### src/rtl/atm_pkg.sv
// Shared constants and encodings for the ATM controller: account table,
// "no match" index and top-level ATM state encodings.
package atm_pkg;

    localparam int NUM_ACC_DEF   = 10;
    localparam int MAX_FAILS_DEF = 3;

    localparam logic [3:0] NO_INDEX = 4'hF;

    // Sized to the full 4-bit index space so any index lookup stays in range.
    localparam logic [3:0] ACC_NUM [16] = '{
        4'd0,  4'd1,  4'd2,  4'd3,  4'd4,  4'd5,  4'd6,  4'd7,
        4'd8,  4'd9,  4'd10, 4'd11, 4'd12, 4'd13, 4'd14, 4'd15
    };

    localparam logic [15:0] ACC_PIN [16] = '{
        16'd1000, 16'd1001, 16'd1002, 16'd1003, 16'd1004, 16'd1005, 16'd1006, 16'd1007,
        16'd1008, 16'd1009, 16'd1010, 16'd1011, 16'd1012, 16'd1013, 16'd1014, 16'd1015
    };

    typedef enum logic [2:0] {
        WAITING  = 3'd0,
        MENU     = 3'd1,
        BALANCE  = 3'd2,
        WITHDRAW = 3'd3,
        DEPOSIT  = 3'd4,
        EXIT     = 3'd5
    } atm_state_e;

endpackage

### src/rtl/atm_authenticator_if.sv
// Request/response bundle between the ATM state machine and the authenticator.
interface atm_authenticator_if;

    logic        req;
    logic [3:0]  acc_num;
    logic [15:0] pin;
    logic [3:0]  acc_index;
    logic        acc_found_stat;
    logic        acc_auth_stat;
    logic        acc_locked;

    modport master (
        output req, acc_num, pin,
        input  acc_index, acc_found_stat, acc_auth_stat, acc_locked
    );

    modport slave (
        input  req, acc_num, pin,
        output acc_index, acc_found_stat, acc_auth_stat, acc_locked
    );

endinterface

### src/rtl/atm_acc_lookup.sv
// Combinational priority match of a presented account number against the
// account table; the lowest matching entry wins.
module atm_acc_lookup
    import atm_pkg::*;
#(
    parameter int NUM_ACC = NUM_ACC_DEF
) (
    input  logic [3:0] acc_num,
    output logic       hit_s,
    output logic [3:0] idx_s
);

    // Scan entries in ascending order, latching only the first match.
    always_comb begin
        hit_s = 1'b0;
        idx_s = NO_INDEX;
        for (int i = 0; i < NUM_ACC; i++) begin
            if (!hit_s && (ACC_NUM[i] == acc_num)) begin
                hit_s = 1'b1;
                idx_s = 4'(i);
            end else begin
                hit_s = hit_s;
                idx_s = idx_s;
            end
        end
    end

endmodule

### src/rtl/atm_authenticator.sv
// Card/PIN authenticator: table lookup, per-account wrong-PIN counting with
// lockout, and registered status outputs with one-cycle latency.
module atm_authenticator
    import atm_pkg::*;
#(
    parameter int NUM_ACC   = NUM_ACC_DEF,
    parameter int MAX_FAILS = MAX_FAILS_DEF
) (
    input  logic               clk,
    input  logic               rst_n,
    atm_authenticator_if.slave bus
);

    localparam int              CW      = $clog2(MAX_FAILS + 1);
    localparam logic [CW-1:0]   MAX_CNT = CW'(MAX_FAILS);

    logic          hit_s;
    logic [3:0]    idx_s;
    logic          cur_lock_s;
    logic [CW-1:0] cur_cnt_s;
    logic [CW-1:0] cnt_inc_s;
    logic          new_lock_s;
    logic          pin_ok_s;

    logic [CW-1:0] fail_cnt_r [NUM_ACC];
    logic          lock_r     [NUM_ACC];
    logic [3:0]    acc_index_r;
    logic          found_r;
    logic          auth_r;
    logic          locked_r;

    atm_acc_lookup #(.NUM_ACC(NUM_ACC)) u_lookup (
        .acc_num (bus.acc_num),
        .hit_s   (hit_s),
        .idx_s   (idx_s)
    );

    // Select the matched account's counter/lock and derive the failure outcome.
    always_comb begin
        cur_lock_s = 1'b0;
        cur_cnt_s  = '0;
        for (int i = 0; i < NUM_ACC; i++) begin
            if (hit_s && (idx_s == 4'(i))) begin
                cur_lock_s = lock_r[i];
                cur_cnt_s  = fail_cnt_r[i];
            end else begin
                cur_lock_s = cur_lock_s;
                cur_cnt_s  = cur_cnt_s;
            end
        end
        pin_ok_s   = hit_s && (bus.pin == ACC_PIN[idx_s]);
        cnt_inc_s  = (cur_cnt_s >= MAX_CNT) ? MAX_CNT : (cur_cnt_s + CW'(1));
        new_lock_s = (cnt_inc_s == MAX_CNT);
    end

    // Account state and response registers, updated only on a request.
    always_ff @(posedge clk or negedge rst_n) begin
        if (!rst_n) begin
            for (int i = 0; i < NUM_ACC; i++) begin
                fail_cnt_r[i] <= '0;
                lock_r[i]     <= 1'b0;
            end
            acc_index_r <= NO_INDEX;
            found_r     <= 1'b0;
            auth_r      <= 1'b0;
            locked_r    <= 1'b0;
        end else if (bus.req) begin
            // Locked accounts ignore the PIN; a correct PIN never clears the lock.
            for (int i = 0; i < NUM_ACC; i++) begin
                if (hit_s && (idx_s == 4'(i)) && !cur_lock_s) begin
                    if (pin_ok_s) begin
                        fail_cnt_r[i] <= '0;
                        lock_r[i]     <= lock_r[i];
                    end else begin
                        fail_cnt_r[i] <= cnt_inc_s;
                        lock_r[i]     <= new_lock_s;
                    end
                end else begin
                    fail_cnt_r[i] <= fail_cnt_r[i];
                    lock_r[i]     <= lock_r[i];
                end
            end
            acc_index_r <= hit_s ? idx_s : NO_INDEX;
            found_r     <= hit_s;
            auth_r      <= hit_s && !cur_lock_s && pin_ok_s;
            locked_r    <= hit_s && (cur_lock_s || (!pin_ok_s && new_lock_s));
        end else begin
            acc_index_r <= acc_index_r;
            found_r     <= found_r;
            auth_r      <= auth_r;
            locked_r    <= locked_r;
        end
    end

    assign bus.acc_index      = acc_index_r;
    assign bus.acc_found_stat = found_r;
    assign bus.acc_auth_stat  = auth_r;
    assign bus.acc_locked     = locked_r;

endmodule

### src/flat_wrapper.sv
// flat-port wrapper written by rule: the top's interface ports become plain ports
module atm_authenticator_flat import atm_pkg::*;
#(
    parameter int NUM_ACC   = NUM_ACC_DEF,
    parameter int MAX_FAILS = MAX_FAILS_DEF
)
  (clk, rst_n, bus_req, bus_acc_num, bus_pin, bus_acc_index, bus_acc_found_stat, bus_acc_auth_stat, bus_acc_locked);
  atm_authenticator_if bus_i ();
  input  logic clk;
  input  logic rst_n;
  input wire logic [$bits(bus_i.req)-1:0] bus_req;
  input wire logic [$bits(bus_i.acc_num)-1:0] bus_acc_num;
  input wire logic [$bits(bus_i.pin)-1:0] bus_pin;
  output wire logic [$bits(bus_i.acc_index)-1:0] bus_acc_index;
  output wire logic [$bits(bus_i.acc_found_stat)-1:0] bus_acc_found_stat;
  output wire logic [$bits(bus_i.acc_auth_stat)-1:0] bus_acc_auth_stat;
  output wire logic [$bits(bus_i.acc_locked)-1:0] bus_acc_locked;
  assign bus_i.req = bus_req;
  assign bus_i.acc_num = bus_acc_num;
  assign bus_i.pin = bus_pin;
  assign bus_acc_index = bus_i.acc_index;
  assign bus_acc_found_stat = bus_i.acc_found_stat;
  assign bus_acc_auth_stat = bus_i.acc_auth_stat;
  assign bus_acc_locked = bus_i.acc_locked;
  atm_authenticator #(.NUM_ACC(NUM_ACC), .MAX_FAILS(MAX_FAILS)) u_core (.clk(clk), .rst_n(rst_n), .bus(bus_i));
endmodule
### config.mk
export PLATFORM = sky130hd
export DESIGN_NAME = atm_authenticator_flat
export DESIGN_NICKNAME = d
export VERILOG_FILES = /design/src/rtl/atm_pkg.sv /design/src/rtl/atm_authenticator_if.sv /design/src/rtl/atm_acc_lookup.sv /design/src/rtl/atm_authenticator.sv /design/src/flat_wrapper.sv
export SDC_FILE = /design/constraint.sdc
export NUM_CORES = 1
export LEC_CHECK = 0
export CAP_MARGIN = 15
export CORE_MARGIN = 3
export CORE_UTILIZATION = 45
export CTS_CLUSTER_DIAMETER = 30
export CTS_CLUSTER_SIZE = 8
export DETAILED_ROUTE_END_ITERATION = 8
export PLACE_DENSITY = 0.66
export SYNTH_ARGS = -nofsm -noshare
export SYNTH_HDL_FRONTEND = slang
export SYNTH_SLANG_ARGS = --single-unit
### constraint.sdc
create_clock -name clk -period 2.1 [get_ports clk]
set_input_delay 0.63 -clock clk [delete_from_list [all_inputs] [get_ports clk]]
set_output_delay 0.63 -clock clk [all_outputs]
set_load 0.05 [all_outputs]
# ---- After elaboration in Yosys (flattened, before gate mapping)
# Memories as Yosys holds them, arrays and structs flattened.
# Cells that the tools add are included.
# Widths: inputs -> output; s select.
dict set report totals {
  word_cells 163
  mem_bits_rw 0
  latchBits 0
  inputBits 23
  mem_bits_ro 256
  memories 1
  out_inout_bits 7
  ff_bits 37
}
dict set report classes {
  reduce_logical 68
  n_div 0
  shift 0
  n_mux 45
  bitwise_logic 2
  magnitude_cmp 2
  multipliers 0
  n_eq_ne 20
  n_addsub 1
}
# memory words width read_ports rd_ports_with_merged_regs write_ports line
set mem_list {}
lappend mem_list {{(no name shown)} 16 16 1 0 0 atm_authenticator.sv:51} ;# pin_ok_s = hit_s && (bus.pin == ACC_PIN[idx_s]);
# op count
set op_table {}
lappend op_table {{$mux 4} 11}
lappend op_table {{$logic_and 1x1->1} 34}
lappend op_table {{$mux 16} 2}
lappend op_table {{$reduce_and 3->1} 10}
lappend op_table {{$mux 2} 12}
lappend op_table {{$mux 1} 20}
lappend op_table {{$reduce_and 2->1} 10}
lappend op_table {{$eq 16x16->1} 1}
lappend op_table {{$eq 3x4->1 const A} 4}
lappend op_table {{$eq 4x3->1 const B} 4}
lappend op_table {{$logic_not 1->1} 11}
lappend op_table {{$eq 2x4->1 const A} 2}
lappend op_table {{$eq 4x2->1 const B} 2}
lappend op_table {{$eq 4x4->1 const A} 2}
lappend op_table {{$eq 4x4->1 const B} 2}
lappend op_table {{$logic_not 4->1} 2}
lappend op_table {{$ge 5x5->1 const B} 1}
lappend op_table {{$not 4->5} 1}
lappend op_table {{$eq 1x4->1 const A} 1}
lappend op_table {{$eq 4x1->1 const B} 1}
lappend op_table {{$add 2x1->2 const B} 1}
lappend op_table {{$eq 2x2->1 const B} 1}
lappend op_table {{$ge 2x2->1 const B} 1}
lappend op_table {{$logic_or 1x1->1} 1}
lappend op_table {{$not 1->1} 1}

# ---- Longest topological paths before layout
# Gate-level depths: netlist (run 1).
dict set report logic_depth {
  depth_word 47
  mapped_depth 9
  mapped_depth_nobuf 6
}

# ---- Hierarchy
# From an unflattened synthesis (run 1), not the netlist that was laid out.
dict set report hier_totals {
  hier_cells 178
  hier_area_um2 2052.0
}
# module n_inst seq_area_each_um2 area_each_um2 cells_per_inst
set modules_own_cells {}
lappend modules_own_cells {atm_authenticator 1 930.9 2015.7 173}
lappend modules_own_cells {atm_acc_lookup 1 0.0 36.3 5}

# ---- Worst setup path before layout (run 1)
# OpenSTA, ideal clock, no wires.
dict set report synth_path {
  path_type {input port to flip-flop}
  start {input bus_acc_num[0]}
  end {register u_core.fail_cnt_r[7] (netlist name)}
  path_buffers 1
  setup_slack_ns -0.244
  setup_time_ns 0.125
  arrival_time_ns 2.219
  required_ns 1.975
  path_stages 6
  cell_sequence {buf_6 > mux4_2 > and2_4 > o311a_4 > o21a_4 > mux2_2}
}
dict set report synth_via {
  elab_chain_len 44
  elab_cells_between_ends 101
  cone_classes {1 x add/sub; 1 x order compare; 19 x eq/ne; 44 x mux; 1 x bitwise; 34 x reduce/logical; 1 x memory}
}
# item line
set synth_lines {}
lappend synth_lines {{start, declared} flat_wrapper.sv:12} ;# input wire logic [$bits(bus_i.acc_num)-1:0] bus_acc_num;
lappend synth_lines {{$logic_not 4->1} atm_acc_lookup.sv:18} ;# if (!hit_s && (ACC_NUM[i] == acc_num)) begin
lappend synth_lines {{$mux 1} atm_acc_lookup.sv:18}
lappend synth_lines {{$logic_not 1->1} atm_acc_lookup.sv:18}
lappend synth_lines {{$logic_and 1x1->1} atm_acc_lookup.sv:18}
lappend synth_lines {{$mux 1} atm_acc_lookup.sv:18}
lappend synth_lines {{$logic_not 1->1} atm_acc_lookup.sv:18}
lappend synth_lines {{$logic_and 1x1->1} atm_acc_lookup.sv:18}
lappend synth_lines {{$mux 1} atm_acc_lookup.sv:18}
lappend synth_lines {{[19 not listed]} n/a}
lappend synth_lines {{$logic_and 1x1->1} atm_acc_lookup.sv:18}
lappend synth_lines {{$mux 4} atm_acc_lookup.sv:18}
lappend synth_lines {{$logic_not 4->1} atm_authenticator.sv:43} ;# if (hit_s && (idx_s == 4'(i))) begin
lappend synth_lines {{$logic_and 1x1->1} atm_authenticator.sv:43}
lappend synth_lines {{$mux 2 or $mux 1 (tied branches) (10 in series)} atm_authenticator.sv:43}
lappend synth_lines {{$add 2x1->2, or another cell as far along} atm_authenticator.sv:52} ;# cnt_inc_s = (cur_cnt_s >= MAX_CNT) ? MAX_CNT : (cur_cnt_s + CW'(1));
lappend synth_lines {{$mux 2 or $logic_and 1x1->1 (tied branches)} {atm_authenticator.sv:52, atm_authenticator.sv:70}}
lappend synth_lines {{$mux 2 or $reduce_and 2->1 (tied branches)} n/a}
lappend synth_lines {{end signal, assigned by index} atm_authenticator.sv:75} ;# fail_cnt_r[i] <= cnt_inc_s;
lappend synth_lines {{end signal, assigned by index} atm_authenticator.sv:79} ;# fail_cnt_r[i] <= fail_cnt_r[i];
lappend synth_lines {{end, declared} atm_authenticator.sv:25} ;# logic [CW-1:0] fail_cnt_r [NUM_ACC];
# Parallel ways exist; a longest one is shown, timed or not. The select of a mux whose other input is x is not followed.
# A chain may end at the register's enable or synchronous reset.

# ---- Worst setup path after layout (run 1)
dict set report layout_path {
  start {input bus_acc_num[1]}
  end {register u_core.fail_cnt_r[11] (netlist name)}
}
# Same word-level chain as after synthesis.

==> results of run 1 <==
[registers in the layout, indices dropped and copies added (netlist names)]
| name | flops |
|---|---|
| u_core.bus.acc_auth_stat | 1 |
| u_core.bus.acc_found_stat | 1 |
| u_core.bus.acc_index | 4 |
| u_core.bus.acc_locked | 1 |
| u_core.fail_cnt_r | 20 |
| u_core.lock_r | 10 |
[stage by stage]
step | std cells | setup WS [ns] | instance area, sq um | utilization
floorplan | 187 | -0.1908 | 2122 | -
global placement | 291 | -0.8241 | 2650 | 0.6351
detailed placement | 291 | -0.8535 | 2650 | 0.6351
CTS | 307 | -0.003223 | 2937 | 0.7037
global route | 309 | -0.07402 | 3040 | 0.7286
finish | 309 | -0.02935 | 3040 | 0.7286
[power breakdown]
| group | internal (W) | total [W] | switching (W) |
|---|---|---|---|
| logic | 0.000420 | 0.000742 | 0.000321 |
| registers | 0.000896 | 0.00101 | 0.000113 |
| clock network | 0.000230 | 0.000482 | 0.000252 |
| total | 0.00155 | 0.00223 | 0.000687 |
[cells by family (layout without fill, tap and decap cells)]
family                    after synthesis  in the layout  share of synthesized area
and+or+nand+nor                        56             56                     0.1526
AOI/OAI and AO/OA                      50             52                     0.1914
DFF                                    37             37                     0.4578
muxes                                  26             26                     0.1477
buffers and inverters                  16             86                    0.04185
xor gates and xnor gates                2              2                   0.008617
[cell usage in the layout, fill, tap and decap left out, drive strengths merged, types with 4 or more instances in the layout]
cell type,n
buf,56
mux2,22
o21a,5
a21oi,13
dlygate4sd2,7
nor2b,6
dfstp,4
nor2,12
inv,5
nand2,10
clkbuf,6
dfrtp,33
a31o,5
o21ai,7
clkdlybuf4s50,8
[repair_timing]
item                                    in CTS  in global routing
endpoints found under the hold margin        0                  0
endpoints found under the setup margin      32                 32
gates cloned                                 4                  0
gates resized for setup                     66                 18
buffers inserted                             4                  2
pin swaps                                   18                 11
[worst max-delay path: stages]
cell      delay, ns
buf_12         0.11
buf_12         0.13
nor3b_4        0.20
a22oi_1        0.12
o22a_1         0.21
a221oi_2       0.32
and3_4         0.28
mux2_4         0.30
[how the worst max path moves through the flow]
| stage | to | cells after the start |
|---|---|---|
| after global routing | u_core.fail_cnt_r[18] | 10 |
| after global placement | u_core.fail_cnt_r[10] | 8 |
| after CTS | u_core.fail_cnt_r[19] | 6 |
| final | u_core.fail_cnt_r[11] | 8 |
| after floorplan | u_core.fail_cnt_r[7] | 6 |
| after detailed placement | u_core.bus.acc_locked | 8 |
[layout make-up]
class | count | share of cell area
timing repair buffer | 73 | 0.2263
clock inverter | 2 | 0.003292
inverter | 5 | 0.006173
multi-input combinational | 136 | 0.4136
tap | 50 | 0.02058
sequential | 37 | 0.3062
clock buffer | 6 | 0.02387
[metal layers]
layer  track usage  share of wire  routed length (um)
met1        0.3010           0.41                2457
met2        0.3883           0.49                2938
met3       0.04683          0.082                 494
met4       0.06967          0.022                 130
met5             0              0                   0
==> results.json, run 1 <==
{
  "rsz0062_at_grt": "yes",
  "overflow": 0,
  "clk_pin_slew_ns": 0.07,
  "cap_violations": 0,
  "htree_num_levels": 2,
  "syn2layout_area_growth_pct": 49.54,
  "hold_end": "u_core.lock_r[3]",
  "finalWirelength_mm": 6.021,
  "violations": "setup timing",
  "setup_tns_ns": -0.1278,
  "setup_viol": 10,
  "yosysMostFrequentCell": "dfrtp_1",
  "finalPower_w": 0.002233,
  "ys_types": 52,
  "globalplace.congestion": 0.9042,
  "crit_required_ns": 2.28,
  "drt-pass1-iter-count": 5,
  "clock_latency_ns": 0.29,
  "hpwl_mm": 3.966,
  "clock_sinks": 37,
  "io_pins": 30,
  "final_layout_size_suffix_gt1_frac": 0.4788,
  "die_x_um": 73.22,
  "min_path_type": "flip-flop to flip-flop",
  "vias": 1886,
  "syn_avg_cell_area_sq_um": 10.87,
  "synth_common_cells": "33 x dfrtp_1, 22 x mux2_2, 12 x a21oi_1, 12 x nor2_1, 10 x nand2_1",
  "hold_buffers": 0,
  "worstSetupStartpoint": "bus_acc_num[1]",
  "clk_path_buf_depth": 2,
  "synth_area_sq_um": 2033,
  "cts_tree": "yes",
  "reg2reg_to": "u_core.fail_cnt_r[19]",
  "synth.area.top_cells": "dfrtp_1 41%, mux2_2 12%, dfstp_2 5.2%",
  "reg2reg_depth": 5,
  "outcome": "complete, but fails checks",
  "slew_headroom": 0.6866,
  "hold_viol": 0,
  "crit_path_start_kind": "input port",
  "period_minus_slack_ns": 2.129,
  "path_class": "input port to flip-flop",
  "ys_seq_area_frac": 0.4578,
  "fillers": 276,
  "dieArea_sq_um": 5360,
  "crit_arrival_ns": 2.31,
  "setup_ws_ns": -0.02935,
  "drc": 0,
  "end_kind": "flip-flop",
  "synth_edf_count": 0,
  "async_flop_share": 1.000,
  "antenna_left": 0,
  "cp_max_fo": 6,
  "fin_worst_skew_ns": 0.01262,
  "syn_nets": 210,
  "p_per_area_nw_per_um2": 734.5,
  "regArea_sq_um": 930.9,
  "p_leak_nw": 1.419,
  "grt_pass1_vias": 1952,
  "rows": 23,
  "vdd_drop_max_mv": 0.4799,
  "core_sq_um": 4173,
  "drv_slew": 0,
  "tightest_slew_ns": 0.4701,
  "grt_max_degree": 38,
  "die_y_um": 73.22,
  "hold_ws_ns": 0.4548,
  "reg2reg_from": "u_core.fail_cnt_r[14]",
  "antenna_cells": 0,
  "yosysTopAreaCell": "dfrtp_1",
  "finalCritPeriodShare": 1.014,
  "grt_pass1_wl_mm": 9.453,
  "start_util": 0.4873,
  "synthFlopType": "dfrtp_1",
  "final_nets": 281,
  "grt_usage": 0.2319,
  "hold_start": "u_core.lock_r[3]",
  "wire_per_inst_um": 19.49,
  "syn_inst": 187,
  "cts_root_buffer": "clkbuf_8",
  "io_buffer_count": 29,
  "vias_per_cell": 6.104,
  "whs_path_depth": 1,
  "antenna_found_initial": 0,
  "ys_ff_latch": 37,
  "regToRegSetupSlack_ns": 0.10,
  "multi_input_area_sq_um": 1257,
  "max_clock_freq_ghz": 0.4696,
  "drtIter0Drc": 175,
  "numCtsBuffers": 5,
  "synth_top_area_frac": 0.4062,
  "ys_warn_count": 0
}
No activity file was read; power rests on OpenSTA's default activity.
==> run 2, diff against run 1 <==
Settings changed: CAP_MARGIN 15 to unset, REMOVE_ABC_BUFFERS set to 1.
==> results.json, run 2 (synthesized netlist as in run 1, its figures left out) <==
{
  "grt_usage": 0.2492,
  "cp_max_fo": 7,
  "final_nets": 290,
  "final_area_sq_um": 3158,
  "clock_sinks": 37,
  "combPwrFrac": 0.333,
  "dieArea_sq_um": 5360,
  "die_x_um": 73.22,
  "slew_headroom": 0.6439,
  "crit_required_ns": 2.28,
  "regToRegSetupSlack_ns": 0.06,
  "largest-register": "u_core.fail_cnt_r",
  "p_sw_w": 0.0007332,
  "preCtsSetupSlack_ns": -0.8707,
  "rows": 23,
  "outcome": "complete, but fails checks",
  "globalplace.congestion": 0.8755,
  "vias_per_cell": 6.069,
  "crit_chain": "buf_12, buf_12, buf_8, nor3b_4, a22oi_1, o22a_2, a221oi_4, and3_4, mux2_4",
  "crit_slowest_cell": "a221oi_4",
  "rsz0062_at_grt": "yes",
  "max_clock_freq_ghz": 0.4511,
  "fin_worst_skew_ns": 0.01178,
  "core_sq_um": 4173,
  "drtIter0Drc": 124,
  "reg2reg_from": "u_core.fail_cnt_r[12]",
  "largest_register_ffs": 20,
  "reg2reg_to": "u_core.fail_cnt_r[3]",
  "drv_slew": 0,
  "drc": 0,
  "clk_pin_slew_ns": 0.07,
  "final_util": 0.7568,
  "grt_pass1_vias": 2041,
  "layout_common_cells": "52 x buf_4, 33 x dfrtp_1, 15 x mux2_4, 12 x nor2_1, 10 x nand2_1",
  "htree_num_levels": 2,
  "crit_buf_inv": 3,
  "start_util": 0.4873,
  "tightest_slew_ns": 0.5322,
  "cts_root_buffer": "clkbuf_8",
  "grt_max_degree": 38,
  "antenna_cells": 0,
  "setup_viol": 25,
  "die_y_um": 73.22,
  "whs_path_depth": 1,
  "cap_violations": 0,
  "antenna_left": 0,
  "clk_path_buf_depth": 2,
  "vdd_drop_max_mv": 0.5092,
  "drt-pass1-iter-count": 4,
  "p_leak_nw": 1.482,
  "setup_ws_ns": -0.1169,
  "final_common_cell": "buf_4",
  "crit_path_start_kind": "input port",
  "placedInstanceArea_sq_um": 2608,
  "cp_top_family": "compound AO/OA/AOI/OAI gates",
  "cts_tree": "yes",
  "slowest_delay_ns": 0.31,
  "period_minus_slack_ns": 2.217,
  "min_path_type": "flip-flop to flip-flop",
  "vias": 1930,
  "hold_start": "u_core.lock_r[3]",
  "antenna_found_initial": 0,
  "overflow": 0,
  "reg2reg_depth": 5,
  "p_seq_frac": 0.432,
  "path_class": "input port to flip-flop",
  "p_sw_frac": 0.3087,
  "grt_pass1_wl_mm": 10.15,
  "clkPwrFrac": 0.234,
  "io_buffer_count": 29,
  "end_kind": "flip-flop",
  "hold_end": "u_core.lock_r[3]",
  "syn2layout_area_growth_pct": 55.32,
  "finalWirelength_mm": 6.396,
  "crit_top_cell": "buf_12",
  "p_per_area_nw_per_um2": 752.0,
  "wire_per_inst_um": 20.11,
  "numCtsBuffers": 5,
  "finalPower_w": 0.002375,
  "io_pins": 30,
  "crit_arrival_ns": 2.39,
  "p_int_w": 0.001642,
  "finalCritPeriodShare": 1.056,
  "final_layout_size_suffix_gt1_frac": 0.5224,
  "hpwl_mm": 4.090,
  "violations": "setup timing",
  "clock_latency_ns": 0.30,
  "hold_viol": 0
}
[run 2: cell types whose count changed in the layout (fill, tap and decap cells not counted), moves of 3 or more]
cell,change
dlymetal6s2s_1,+4
a31o_4,+3
buf_2,-3
clkbuf_2,+3
a31o_2,-3
a21oi_1,-3
buf_4,+9
buf_6,+3
dlygate4sd2_1,-4
[run 2: through the flow]
step | hold WS [ns] | instances | setup TNS (ns)
detailed placement | 0.4471 | 294 | -25.93
CTS | 0.4602 | 316 | -0.8896
global placement | 0.4493 | 294 | -24.30
floorplan | 0.3344 | 176 | -1.772
global route | 0.4978 | 318 | -3.532
finish | 0.4591 | 318 | -1.411
[run 2: worst max path at each step]
stage / startpoint / endpoint / slack (ns) / cells past startpoint
detailed placement: bus_acc_num[0] / u_core.bus.acc_locked / -0.87 / 8
global placement: bus_acc_num[0] / u_core.bus.acc_locked / -0.82 / 8
finish: bus_acc_num[1] / u_core.fail_cnt_r[8] / -0.12 / 9
global route: bus_acc_num[1] / u_core.fail_cnt_r[11] / -0.21 / 9
floorplan: bus_acc_num[2] / u_core.fail_cnt_r[10] / -0.17 / 6
CTS: bus_acc_num[1] / u_core.fail_cnt_r[10] / -0.08 / 9
[run 2: per-layer routing]
layer | wire length (um) | GRT usage | up-vias | part of all wire
li1 | - | - | 857 | -
met1 | 2617 | 0.3193 | 982 | 0.41
met2 | 3189 | 0.4071 | 69 | 0.50
met3 | 385 | 0.04132 | 22 | 0.060
met4 | 204 | 0.1189 | 0 | 0.032
met5 | 0 | 0 | - | 0
[run 2: power by group through the flow]
stage / clock network (W) / registers, W / logic, W
final: 0.000557 / 0.00103 / 0.000791
after global routing: 0.000581 / 0.00104 / 0.000843
after CTS: 0.000561 / 0.00101 / 0.000714
after detailed placement: 0 / 0.00102 / 0.000597
after global placement: 0 / 0.00101 / 0.000570
after floorplan: 0 / 0.00102 / 0.000325
[run 2: timing repair]
item                                    CTS  global route
cloned                                    3             0
pin swaps                                18            20
endpoints found under the setup margin   32            32
resized for setup                        63            41
hold buffers                              0             0
buffers inserted                         11             4
endpoints found under the hold margin     0             0
[run 2: layout make-up]
cell class | count | area, sq um
Fill cell | 256 | 1015
Clock buffer | 7 | 96.34
Tap cell | 50 | 62.56
Multi-Input combinational cell | 136 | 1315
Inverter | 5 | 18.77
Sequential cell | 37 | 930.9
Clock inverter | 1 | 5.005
Timing Repair Buffer | 82 | 729.5
